<file path="src/rtl/pulse_window_counter_pkg.sv">
// Shared types and helpers for the gated pulse/coincidence counter.
// Holds the state encoding, the saturating increment and the gate-counter width helper.
package pulse_window_counter_pkg;

    typedef enum logic {
        ST_IDLE  = 1'b0,
        ST_COUNT = 1'b1
    } state_t;

    localparam int DEFAULT_GATE_CYCLES = 1000000;
    localparam int SAT_W = 64;

    // Gate counter spans 0..cycles-1, so clog2(cycles) bits suffice; never below one bit.
    function automatic int gate_width(input int cycles);
        return (cycles <= 2) ? 1 : $clog2(cycles);
    endfunction

    // Adds inc to value but sticks at the all-ones value of a width-bit counter.
    function automatic logic [SAT_W-1:0] sat_inc(input logic [SAT_W-1:0] value,
                                                 input int width,
                                                 input logic inc);
        logic [SAT_W-1:0] top;
        top = (width >= SAT_W) ? '1 : ((SAT_W'(1) << width) - SAT_W'(1));
        if (inc && (value < top))
            return value + SAT_W'(1);
        return value;
    endfunction

endpackage

</file>
<file path="src/rtl/pulse_window_counter_stretch.sv">
// Single-channel retriggerable pulse stretcher; built only with PULSE_WINDOW_COINC_STRETCH_EN.
// Output is high on the pulse cycle and the following STRETCH-1 cycles.
`ifdef PULSE_WINDOW_COINC_STRETCH_EN
module pulse_stretch #(
    parameter int STRETCH = 2
) (
    input  logic clock,
    input  logic reset_n,
    input  logic clear,
    input  logic pulse,
    output logic stretched
);

    logic [3:0] remain;

    always_ff @(posedge clock) begin
        if (!reset_n || clear)
            remain <= 4'd0;
        else if (pulse)
            remain <= 4'(STRETCH - 1);
        else if (remain != 4'd0)
            remain <= remain - 4'd1;
    end

    assign stretched = pulse | (remain != 4'd0);

endmodule
`endif

</file>
<file path="src/rtl/pulse_window_counter.sv">
// Counts per-channel singles and masked coincidences over back-to-back gate windows,
// handing a snapshot out over valid/ready. Macro PULSE_WINDOW_COINC_STRETCH_EN enables stretched coincidences.
module pulse_window_counter
    import pulse_window_counter_pkg::*;
#(
    parameter int NCH           = 4,
    parameter int WIDTH         = 24,
    parameter int GATE_CYCLES   = DEFAULT_GATE_CYCLES,
    parameter int COINC_STRETCH = 2
) (
    input  logic                   clock,
    input  logic                   reset_n,
    input  logic                   enable,
    input  logic [NCH-1:0]         pulse,
    input  logic [NCH-1:0]         coinc_mask,
    output logic                   out_valid,
    input  logic                   out_ready,
    output logic [NCH*WIDTH-1:0]   singles,
    output logic [WIDTH-1:0]       coinc,
    output logic                   overrun,
    output logic                   busy
);

    localparam int GW = gate_width(GATE_CYCLES);
    localparam logic [GW-1:0] GATE_LAST = GW'(GATE_CYCLES - 1);

    if (NCH < 1 || NCH > 8 || GATE_CYCLES < 2 || COINC_STRETCH < 1 || COINC_STRETCH > 15) begin : g_bad_param
        $error("pulse_window_counter: parameter out of range");
    end

    state_t               state;
    logic [GW-1:0]        gate_cnt;
    logic [NCH*WIDTH-1:0] acc;
    logic [NCH*WIDTH-1:0] acc_next;
    logic [WIDTH-1:0]     acc_c;
    logic [WIDTH-1:0]     acc_c_next;
    logic [NCH-1:0]       mask_q;
    logic                 coinc_hit;
    logic                 terminal;
    logic                 xfer;

`ifdef PULSE_WINDOW_COINC_STRETCH_EN
    logic [NCH-1:0] stretched;
    logic           and_now;
    logic           and_prev;

    for (genvar g = 0; g < NCH; g++) begin : g_stretch
        pulse_stretch #(.STRETCH(COINC_STRETCH)) u_stretch (
            .clock     (clock),
            .reset_n   (reset_n),
            .clear     (state == ST_IDLE),
            .pulse     (pulse[g]),
            .stretched (stretched[g])
        );
    end

    // Count only the rising edge so one overlapping burst is one coincidence.
    assign and_now   = (mask_q != '0) && ((stretched & mask_q) == mask_q);
    assign coinc_hit = and_now & ~and_prev;

    always_ff @(posedge clock) begin
        if (!reset_n || state == ST_IDLE)
            and_prev <= 1'b0;
        else
            and_prev <= and_now;
    end
`else
    assign coinc_hit = (mask_q != '0) && ((pulse & mask_q) == mask_q);
`endif

    always_comb begin
        acc_next = acc;
        for (int i = 0; i < NCH; i++)
            acc_next[i*WIDTH +: WIDTH] = WIDTH'(sat_inc(64'(acc[i*WIDTH +: WIDTH]), WIDTH, pulse[i]));
    end

    assign acc_c_next = WIDTH'(sat_inc(64'(acc_c), WIDTH, coinc_hit));
    assign terminal   = (gate_cnt == GATE_LAST);
    assign xfer       = out_valid & out_ready;
    assign busy       = (state == ST_COUNT);

    always_ff @(posedge clock) begin
        if (!reset_n) begin
            state     <= ST_IDLE;
            gate_cnt  <= '0;
            acc       <= '0;
            acc_c     <= '0;
            mask_q    <= '0;
            out_valid <= 1'b0;
            singles   <= '0;
            coinc     <= '0;
            overrun   <= 1'b0;
        end else begin
            // A snapshot loaded on the same edge below overrides this drop.
            if (xfer)
                out_valid <= 1'b0;

            case (state)
                ST_IDLE: begin
                    if (enable) begin
                        state    <= ST_COUNT;
                        gate_cnt <= '0;
                        acc      <= '0;
                        acc_c    <= '0;
                        mask_q   <= coinc_mask;
                        overrun  <= 1'b0;
                    end
                end

                ST_COUNT: begin
                    if (terminal) begin
                        if (out_valid && !out_ready) begin
                            overrun <= 1'b1;
                        end else begin
                            singles   <= acc_next;
                            coinc     <= acc_c_next;
                            out_valid <= 1'b1;
                        end
                        gate_cnt <= '0;
                        acc      <= '0;
                        acc_c    <= '0;
                        mask_q   <= coinc_mask;
                    end else begin
                        gate_cnt <= gate_cnt + 1'b1;
                        acc      <= acc_next;
                        acc_c    <= acc_c_next;
                    end
                    // Mid-window fall drops the partial counts; terminal fall still issues the snapshot.
                    if (!enable)
                        state <= ST_IDLE;
                end

                default: state <= ST_IDLE;
            endcase
        end
    end

endmodule

</file>
<file path="config.mk">
export PLATFORM = sky130hd
export DESIGN_NAME = pulse_window_counter
export DESIGN_NICKNAME = d
export VERILOG_FILES = /design/src/rtl/pulse_window_counter_pkg.sv /design/src/rtl/pulse_window_counter_stretch.sv /design/src/rtl/pulse_window_counter.sv
export SDC_FILE = /design/constraint.sdc
export NUM_CORES = 1
export LEC_CHECK = 0
export CAP_MARGIN = 5
export CORE_UTILIZATION = 35
export DETAILED_ROUTE_END_ITERATION = 12
export SLEW_MARGIN = 15
export SYNTH_ARGS = -nofsm -noshare
export SYNTH_HDL_FRONTEND = slang
export SYNTH_SLANG_ARGS = --single-unit
</file>
<file path="constraint.sdc">
create_clock -name clock -period 2.9 [get_ports clock]
set_input_delay 0.435 -clock clock [delete_from_list [all_inputs] [get_ports clock]]
set_output_delay 0.435 -clock clock [all_outputs]
set_load 0.01 [all_outputs]
</file>
==> results.toml, run 1 <==
[status]
run_status = "complete, no violations"

[synth]
synth_edf_count = 0
seq_area_frac_synth_pct = 40.59
synthArstFlopShare_pct = 0
syn_nets = 1644
synth_seq_cells = 267
syn_inst = 1626
synth_cell_type_count = 71
syn-cell-area_um2 = 13170
synthFlopType = "dfxtp_1"
synth.avg_cell_area_um2 = 8.098
ys_warn_count = 0

[floorplanning]
start_util_pct = 35.80
dieArea_um2 = 38400
num_rows = 70
num_io_pins = 135
core_area_um2 = 36790
fp.dieW_um = 196.0
die_h_um = 196.0

[routing]
wl_mm = 38.37
drc = 0
vias_per_cell = 5.558
wl_per_cell_um = 17.46
via_count = 12210
dr.pass1.iters = 5
drt_iter0_markers = 809
antenna_left = 0

[clocking]
clk_pin_slew_ns = 0.06
cts_buffers = 34
cts_tree = "yes"
cts_max_level = 2
clock_sinks = 267
cts_root_buffer = "clkbuf_16"
clockBufferDepth = 3
clock_latency_ns = 0.50

[final_layout]
area_growth_pct = 21.68
n_fill_cell = 3644
design_area_um2 = 16020
drive_gt1_share_pct = 7.461
final_cells = 2197
final_nets = 1729
antenna-diode-count = 0

[critical_path]
crit_arrival_ns = 3.02
reg2reg_to = "acc_c[17]"
worstPathRequired_ns = 3.29
path_cells = "nand3_2 -> or4_1 -> o21ai_2 -> buf_4 -> or3_1 -> mux2i_1 -> a31o_2"
cp-end-kind = "register"
rrSetupSlack_ns = 0.27
crit_path_top_delay_cell = "or4_1"
cp_max_fo = 29
max_stage_delay_ns = 0.65
rr_worst_depth = 7
r2r_start = "gate_cnt[2]"
worstSetupPathType = "reg2reg"
worstSetupStartpointType = "register"

[timing]
worst_slew_pin_slew_ns = 1.027
fin_tns_setup_ns = 0
drv_slew = 0
setup_viol = 0
fin_crit_sh_pct = 90.68
rsz0062_at_grt = "false"
fin_crit_ns = 2.630
hold_viol = 0
hold_slack_ns = 0.3383
timing.fmax_ghz = 0.3803
finalClockSkew_ns = 0.01453
relSlewSlack_pct = 31.47

[pwr]
vdd_drop_max_mv = 0.2914
power_density_nw_per_um2 = 500.3
swShare_pct = 22.67
power_frac_clock_pct = 49.5
p_sw_mw = 1.817
p_seq_share_pct = 46.1
p_leak_nw = 5.234
internal-power_mw = 6.199
comb_power_share_pct = 4.4

[hold_path]
min_to = "singles[91]"
worstHoldPathCells = 3
holdCritStartpoint = "reset_n"
hold_path_class = "in2reg"

[place]
io_buffer_count = 134
gp_congestion = 0.8808
dpl.hpwl_mm = 25.47
dpl_cell_area_um2 = 14980
dp_cells = 2142

[grt]
grt_pass1_vias = 11380
grt_pass1_wl_mm = 60.96
grt_max_degree = 117
overflow = 0
track_usage_pct = 19.46
grt_antenna_before_repair = 0

[job]
drv_cap = 0
==> critical path, delay by kind of cell, from the launching register on <==
| kind | cells | cell delay, ns |
|---|---|---|
| AO/OA/AOI/OAI | 2 | 0.59 |
| buffers and inverters | 1 | 0.43 |
| flip-flops | 1 | 0.45 |
| multiplexers | 1 | 0.06 |
| AND/OR/NAND/NOR | 3 | 0.98 |
==> through the flow <==
stage	utilization [%]	setup slack [ns]	total power, mW
finish	43.56	0.2703	8.016
global route	43.56	0.1157	8.291
CTS	43.54	0.1497	8.109
detailed placement	40.73	0.006670	4.125
global placement	40.73	-0.04691	4.119
floorplan	-	0.5615	3.991
==> flip-flops by register name, indices dropped and copies added, names as in the netlist <==
| name | cells |
|---|---|
| acc | 96 |
| singles | 96 |
| acc_c | 24 |
| coinc | 24 |
| gate_cnt | 20 |
| mask_q | 4 |
| busy | 1 |
| out_valid | 1 |
| overrun | 1 |
==> how the worst max path moves through the flow <==
| stage | startpoint | to | slack (ns) | cells after the start |
|---|---|---|---|---|
| finish | gate_cnt[2] | acc_c[17] | 0.27 | 7 |
| global route | gate_cnt[2] | acc_c[17] | 0.12 | 7 |
| CTS | gate_cnt[0] | acc[54] | 0.15 | 8 |
| detailed placement | pulse[3] | acc_c[7] | 0.007 | 7 |
| global placement | pulse[3] | acc_c[7] | -0.05 | 7 |
| floorplan | pulse[3] | acc_c[12] | 0.56 | 8 |
==> routing by layer <==
metal / global-route usage (%) / vias to the layer above / wire length (µm)
met4: 4.890 / 0 / 687
met3: 2.768 / 48 / 1856
li1: - / 6094 / -
met1: 27.12 / 5766 / 18790
met2: 31.49 / 303 / 17030
met5: 0 / - / 0
==> power groups by stage <==
stage | clock [mW] | sequential (mW) | combinational, mW
6_report | 3.96 | 3.70 | 0.354
4_1_cts | 4.06 | 3.70 | 0.352
2_1_floorplan | 0 | 3.77 | 0.221
3_5_place_dp | 0 | 3.78 | 0.349
3_3_place_gp | 0 | 3.78 | 0.344
5_1_grt | 4.21 | 3.70 | 0.387
==> cell usage in the layout, fill, tap and decap left out, types with 9 or more instances in the layout <==
| cell | synthesis | layout |
|---|---|---|
| dfxtp_1 | 267 | 267 |
| o21ai_0 | 169 | 169 |
| nand2_1 | 141 | 140 |
| a21oi_1 | 134 | 134 |
| clkdlybuf4s50_1 | 0 | 133 |
| nor2_1 | 123 | 121 |
| a31oi_1 | 66 | 66 |
| nand3_1 | 63 | 63 |
| xnor2_1 | 61 | 61 |
| a211oi_1 | 49 | 49 |
| xor2_1 | 48 | 48 |
| nand4_1 | 42 | 42 |
| buf_4 | 1 | 39 |
| clkbuf_16 | 0 | 35 |
| and3_1 | 31 | 31 |
| inv_1 | 29 | 28 |
| or3_1 | 28 | 28 |
| o31ai_1 | 26 | 26 |
| nor3_1 | 24 | 24 |
| and4_1 | 19 | 19 |
| nand2b_1 | 13 | 13 |
| nor4_1 | 13 | 13 |
| a311oi_1 | 11 | 11 |
| o22ai_1 | 11 | 11 |
| and2_1 | 10 | 10 |
| mux2i_1 | 9 | 9 |
==> logic make-up (layout without fill, tap and decap cells) <==
| logic type | after synthesis | in the layout | synth area share (%) |
|---|---|---|---|
| adders and majority gates | 6 | 6 | 0.5701 |
| and+or+nand+nor | 554 | 555 | 21.83 |
| muxes | 12 | 12 | 0.9407 |
| buffers and inverters | 159 | 261 | 4.951 |
| DFF | 267 | 267 | 40.59 |
| AOI/OAI and AO/OA | 519 | 519 | 23.87 |
| xor gates and xnor gates | 109 | 109 | 7.250 |
==> Yosys cell counts (3+ instances only) <==
| cell type | number | area share [%] |
|---|---|---|
| a211oi_1 | 49 | 2.8 |
| a21o_1 | 6 | 0.34 |
| a21oi_1 | 134 | 5.1 |
| a22oi_1 | 3 | 0.17 |
| a311oi_1 | 11 | 0.73 |
| a31oi_1 | 66 | 3.1 |
| a41oi_1 | 8 | 0.53 |
| and2_1 | 10 | 0.48 |
| and3_1 | 31 | 1.5 |
| and4_1 | 19 | 1.3 |
| buf_1 | 3 | 0.086 |
| buf_2 | 20 | 0.76 |
| buf_6 | 3 | 0.26 |
| clkbuf_1 | 101 | 2.9 |
| dfxtp_1 | 267 | 41 |
| ha_1 | 6 | 0.57 |
| inv_1 | 29 | 0.83 |
| mux2_2 | 3 | 0.26 |
| mux2i_1 | 9 | 0.68 |
| nand2_1 | 141 | 4.0 |
| nand2b_1 | 13 | 0.62 |
| nand3_1 | 63 | 2.4 |
| nand4_1 | 42 | 2.0 |
| nand4b_1 | 3 | 0.20 |
| nor2_1 | 123 | 3.5 |
| nor2b_1 | 8 | 0.38 |
| nor3_1 | 24 | 0.91 |
| nor4_1 | 13 | 0.62 |
| nor4b_1 | 5 | 0.33 |
| o211a_1 | 7 | 0.53 |
| o21ai_0 | 169 | 6.4 |
| o21ai_1 | 6 | 0.23 |
| o22ai_1 | 11 | 0.52 |
| o31ai_1 | 26 | 1.5 |
| or2_2 | 5 | 0.24 |
| or3_1 | 28 | 1.3 |
| or4_1 | 6 | 0.34 |
| or4_4 | 3 | 0.26 |
| xnor2_1 | 61 | 4.1 |
| xor2_1 | 48 | 3.2 |
==> final cells by class <==
type | count | area [µm²] | area share (%)
multi-input cells | 1201 | 7218 | 45.05
flip-flops and latches | 267 | 5345 | 33.36
repair buffers | 177 | 1724 | 10.76
clock buffers | 47 | 970.9 | 6.060
well taps | 468 | 585.6 | 3.655
inverters | 30 | 115.1 | 0.7184
clock inverters | 7 | 63.81 | 0.3983
==> timing repair <==
item | in CTS | in global routing
setup buffers | 0 | 0
endpoints found under the setup margin | 0 | 1
hold buffers | 0 | 0
resized for setup | 0 | 0
Note: power is estimated with default switching activity, not from simulation.
==> inputs of run 2 (changes only) <==
--- a/config.mk
+++ b/config.mk
@@ -8,6 +8,7 @@
 export CAP_MARGIN = 5
 export CORE_UTILIZATION = 35
 export DETAILED_ROUTE_END_ITERATION = 12
+export REMOVE_ABC_BUFFERS = 1
 export SLEW_MARGIN = 15
 export SYNTH_ARGS = -nofsm -noshare
 export SYNTH_HDL_FRONTEND = slang
==> run 2 against run 1 <==
Against the previous run: sequential power about the same; final cell count rose by 0.77%; global-route usage hardly changed; highest routed layer unchanged; flip-flop and latch count unchanged; clock skew down 0.0015 ns; sequential share of layout area is 0.35 points lower; setup slack got worse by 0.0011 ns; fmax barely moved; critical path depth up 1; count of clock-buffer cells in the layout grew 3.
==> results.toml, run 2 (synthesis results as in run 1) <==
[status]
run_status = "complete, no violations"

[clocking]
ctsResizeCount = 0
clock_sinks = 267
cts_root_buffer = "clkbuf_16"
post_cts_buffers = 0
clk_pin_slew_ns = 0.06
cts_max_level = 1
cts_buffers = 31
clockBufferDepth = 3
clock_latency_ns = 0.56
cts_tree = "yes"
cts_hold_buf = 0

[job]
drv_cap = 0

[timing]
fin_crit_sh_pct = 90.72
layout_setup_ws_ns = 0.2692
relSlewSlack_pct = 34.91
hold_viol = 0
worst_slew_pin_slew_ns = 0.9740
drv_slew = 0
fin_crit_ns = 2.631
fin_tns_setup_ns = 0
finalClockSkew_ns = 0.01308
rsz0062_at_grt = "false"
setup_viol = 0
timing.fmax_ghz = 0.3801
hold_slack_ns = 0.4736

[final_layout]
final_cell_mix = "dfxtp_1, o21ai_0, nand2_1"
final_util_pct = 44.02
drive_gt1_share_pct = 8.362
final_common_cell = "dfxtp_1"
final_cells = 2214
reg_top3 = "acc (96), singles (96)"
final_nets = 1739
area_growth_pct = 22.98
design_area_um2 = 16190
antenna-diode-count = 0

[routing]
wl_per_cell_um = 16.83
wl_mm = 37.27
drt_iter0_markers = 796
drc = 0
antenna_left = 0
vias_per_cell = 5.532
dr.pass1.iters = 5
via_count = 12250

[pwr]
vdd_drop_max_mv = 0.4092
power_density_nw_per_um2 = 492.9
p_leak_nw = 5.338
p_total_mw = 7.982

[place]
dpl_cell_area_um2 = 15150
dpl.hpwl_mm = 24.92
io_buffer_count = 134
gp_congestion = 0.8336
dp_cells = 2156
pre_cts_slack_ns = -0.05976

[grt]
grt_max_degree = 63
grt_pass1_wl_mm = 61.62
overflow = 0
grt_pass1_vias = 11580
grt_antenna_before_repair = 0
track_usage_pct = 19.42

[critical_path]
worstSetupPathType = "reg2reg"
crit_end = "acc[14]"
reg2reg_to = "acc[14]"
worstSetupStartpointType = "register"
cp-end-kind = "register"
rr_worst_depth = 8
rrSetupSlack_ns = 0.27
cp.depth = 8
critical_path.startpoint = "gate_cnt[0]"
crit_arrival_ns = 3.11
cp.buffers_inverters = 1
max_stage_delay_ns = 0.74
cp_max_fo = 47
r2r_start = "gate_cnt[0]"
worstPathRequired_ns = 3.38
path_cells = "ha_1 -> and4b_1 -> nand3b_1 -> o21ai_2 -> nor2_4 -> buf_12 -> a41oi_1 -> a31oi_1"
crit_path_top_delay_cell = "nor2_4"
critPathTopFamily = "simple AND/OR/NAND/NOR gates"

[floorplanning]
fp.dieW_um = 196.0
num_rows = 70
dieArea_um2 = 38400
core_area_um2 = 36790
num_io_pins = 135
start_util_pct = 35.80
die_h_um = 196.0

[hold_path]
hold_path_class = "in2reg"
worstHoldPathCells = 4
-- run 2: cell count changes in the layout (fill, tap and decap cells not counted) --
cell / change
nand2_2: -1
buf_4: +9
buf_12: +5
clkbuf_8: +8
nor2_2: -1
clkbuf_1: -1
nand2_1: +1
clkinv_2: +1
clkbuf_16: -4
-- run 2: worst min-delay path by stage --
stage	slack, ns	end	from
floorplan	0.44	mask_q[2]	mask_q[2]
global placement	0.47	singles[46]	singles[46]
detailed placement	0.46	singles[12]	singles[12]
CTS	0.45	coinc[10]	reset_n
global route	0.48	coinc[16]	reset_n
finish	0.47	coinc[16]	reset_n
-- run 2: power by group --
part | total, mW | internal, mW | switching, mW | leakage [nW]
logic | 0.369 | 0.123 | 0.246 | 2.66
registers | 3.70 | 3.68 | 0.0152 | 2.15
clock network | 3.92 | 2.37 | 1.54 | 0.525
total | 7.98 | 6.18 | 1.80 | 5.34
-- run 2: worst reg2reg max path: cells and delay by family (launching register included) --
kind	cells	cell delay, ns
simple gates	3	1.14
compound gates	3	0.44
flops	1	0.35
buf+inv	1	0.33
fa+ha+maj	1	0.28
-- run 2: final cells by class --
type / count / area (µm²)
sequential: 267 / 5345
timing repair buffer: 191 / 1892
inverter: 30 / 115.1
fill: 3660 / 20590
clock inverter: 8 / 68.82
tap: 468 / 585.6
multi-input combinational: 1200 / 7209
clock buffer: 50 / 977.2
-- run 2: metal layers --
| metal | share of wire [%] | global-route usage, % | vias up |
|---|---|---|---|
| li1 | - | - | 6140 |
| met1 | 48 | 26.64 | 5826 |
| met2 | 46 | 32.42 | 231 |
| met3 | 3.7 | 2.493 | 50 |
| met4 | 2.0 | 4.282 | 0 |
| met5 | 0 | 0 | - |
==> inputs of run 3 (changes only) <==
--- a/config.mk
+++ b/config.mk
@@ -6,8 +6,9 @@
 export NUM_CORES = 1
 export LEC_CHECK = 0
 export CAP_MARGIN = 5
-export CORE_UTILIZATION = 35
+export CORE_UTILIZATION = 55
 export DETAILED_ROUTE_END_ITERATION = 12
+export PLACE_DENSITY = 0.78
 export REMOVE_ABC_BUFFERS = 1
 export SLEW_MARGIN = 15
 export SYNTH_ARGS = -nofsm -noshare
==> run 3 against run 2 <==
Against the previous run: flip-flop and latch count did not move; design area fell by 2.7%; combinational power is 5.4% lower.
==> results.toml, run 3 (synthesis results as in run 1) <==
[clocking]
ctsResizeCount = 0
cts_max_level = 1
clock_sinks = 267
clk_pin_slew_ns = 0.06
cts_tree = "yes"
clock_latency_ns = 0.55
post_cts_buffers = 0
cts_root_buffer = "clkbuf_16"
cts_buffers = 28
clockBufferDepth = 3
cts_hold_buf = 0

[grt]
overflow = 0
track_usage_pct = 27.81
grt_pass1_vias = 11190
grt_pass1_wl_mm = 55.79
grt_max_degree = 73
grt_antenna_before_repair = 0

[routing]
via_count = 12370
wl_per_cell_um = 16.81
dr.pass1.iters = 5
top_layer_used = "met4"
vias_per_cell = 6.041
antenna_left = 0
wl_mm = 34.41
dr_wl_met3_mm = 2.146
wirelength_met1_mm = 15.38
drt_iter0_markers = 725
drc = 0
wl_met2_mm = 16.11

[place]
dpl_cell_area_um2 = 14850
dpl.hpwl_mm = 22.60
dp_cells = 1997
gp_congestion = 0.9124
io_buffer_count = 134

[critical_path]
cp_max_fo = 15
crit_arrival_ns = 3.08
worstSetupPathType = "reg2reg"
rrSetupSlack_ns = 0.27
r2r_start = "gate_cnt[2]"
worstSetupStartpointType = "register"
worstPathRequired_ns = 3.35
cp-end-kind = "register"
rr_worst_depth = 7
reg2reg_to = "coinc[17]"

[timing]
hold_viol = 0
worst_slew_pin_slew_ns = 0.6597
rsz0062_at_grt = "false"
finalClockSkew_ns = 0.007974
timing.fmax_ghz = 0.3797
hold_slack_ns = 0.3787
setup_viol = 0
fin_crit_ns = 2.634
relSlewSlack_pct = 56.02
fin_crit_sh_pct = 90.82
drv_slew = 0

[final_layout]
final_cell_mix = "dfxtp_1, o21ai_0, nand2_1"
reg_top3 = "acc (96), singles (96)"
final_nets = 1726
antenna-diode-count = 0
area_growth_pct = 19.71
final_common_cell = "dfxtp_1"
drive_gt1_share_pct = 7.292
design_area_um2 = 15760
final_cells = 2047
final_util_pct = 67.15

[floorplanning]
num_io_pins = 135
dieArea_um2 = 24560
start_util_pct = 56.10
die_h_um = 156.7
num_rows = 56
fp.dieW_um = 156.7
core_area_um2 = 23470

[hold_path]
worstHoldPathCells = 3
hold_path_class = "in2reg"
min_to = "acc[16]"
holdCritStartpoint = "reset_n"

[job]
drv_cap = 0

[pwr]
power_density_nw_per_um2 = 484.9
vdd_drop_max_mv = 0.3290
p_leak_nw = 5.205

[status]
run_status = "complete, no violations"
run 3: per-layer routing:
metal,vias up,GRT usage (%)
met4,0,9.057
li1,6090,-
met2,379,46.24
met1,5836,36.74
met3,61,4.292
met5,-,0
run 3: stage by stage:
step	setup WS (ns)	power [mW]	setup TNS, ns
global placement	-0.04737	4.111	-0.1335
CTS	0.2635	7.670	0
floorplan	-2.121	3.956	-308.29
finish	0.2664	7.644	0
detailed placement	-0.07248	4.117	-0.1946
global route	0.1116	7.887	0
run 3: where the power goes:
group          switching [mW]  leakage [nW]  internal [mW]
clock network            1.47         0.451           2.13
logic                   0.238          2.60          0.111
registers              0.0149          2.15           3.68
total                    1.73          5.21           5.92
run 3: area by class of cell:
cell class | instances | area [µm²]
clock buffer | 42 | 824.5
clock inverter | 8 | 92.59
fill | 1965 | 7710
sequential | 267 | 5345
multi-input combinational | 1200 | 7209
inverter | 30 | 115.1
timing repair buffer | 181 | 1777
tap | 319 | 399.1
run 3: worst max-delay path by stage:
stage | start | end | slack (ns)
after global placement | pulse[3] | acc_c[12] | -0.05
after floorplan | gate_cnt[0] | acc[14] | -2.12
after CTS | gate_cnt[2] | coinc[17] | 0.26
final | gate_cnt[2] | coinc[17] | 0.27
after detailed placement | pulse[3] | acc_c[7] | -0.07
after global routing | gate_cnt[2] | coinc[17] | 0.11
run 3: critical path, cell delays in order, from the launching register on:
cell and delay, ns:
dfxtp_1 0.44, nand3_2 0.16, or4_1 0.65, or3_1 0.47, nor2b_4 0.33, buf_12 0.19, nor2_1 0.06, a211oi_1 0.23
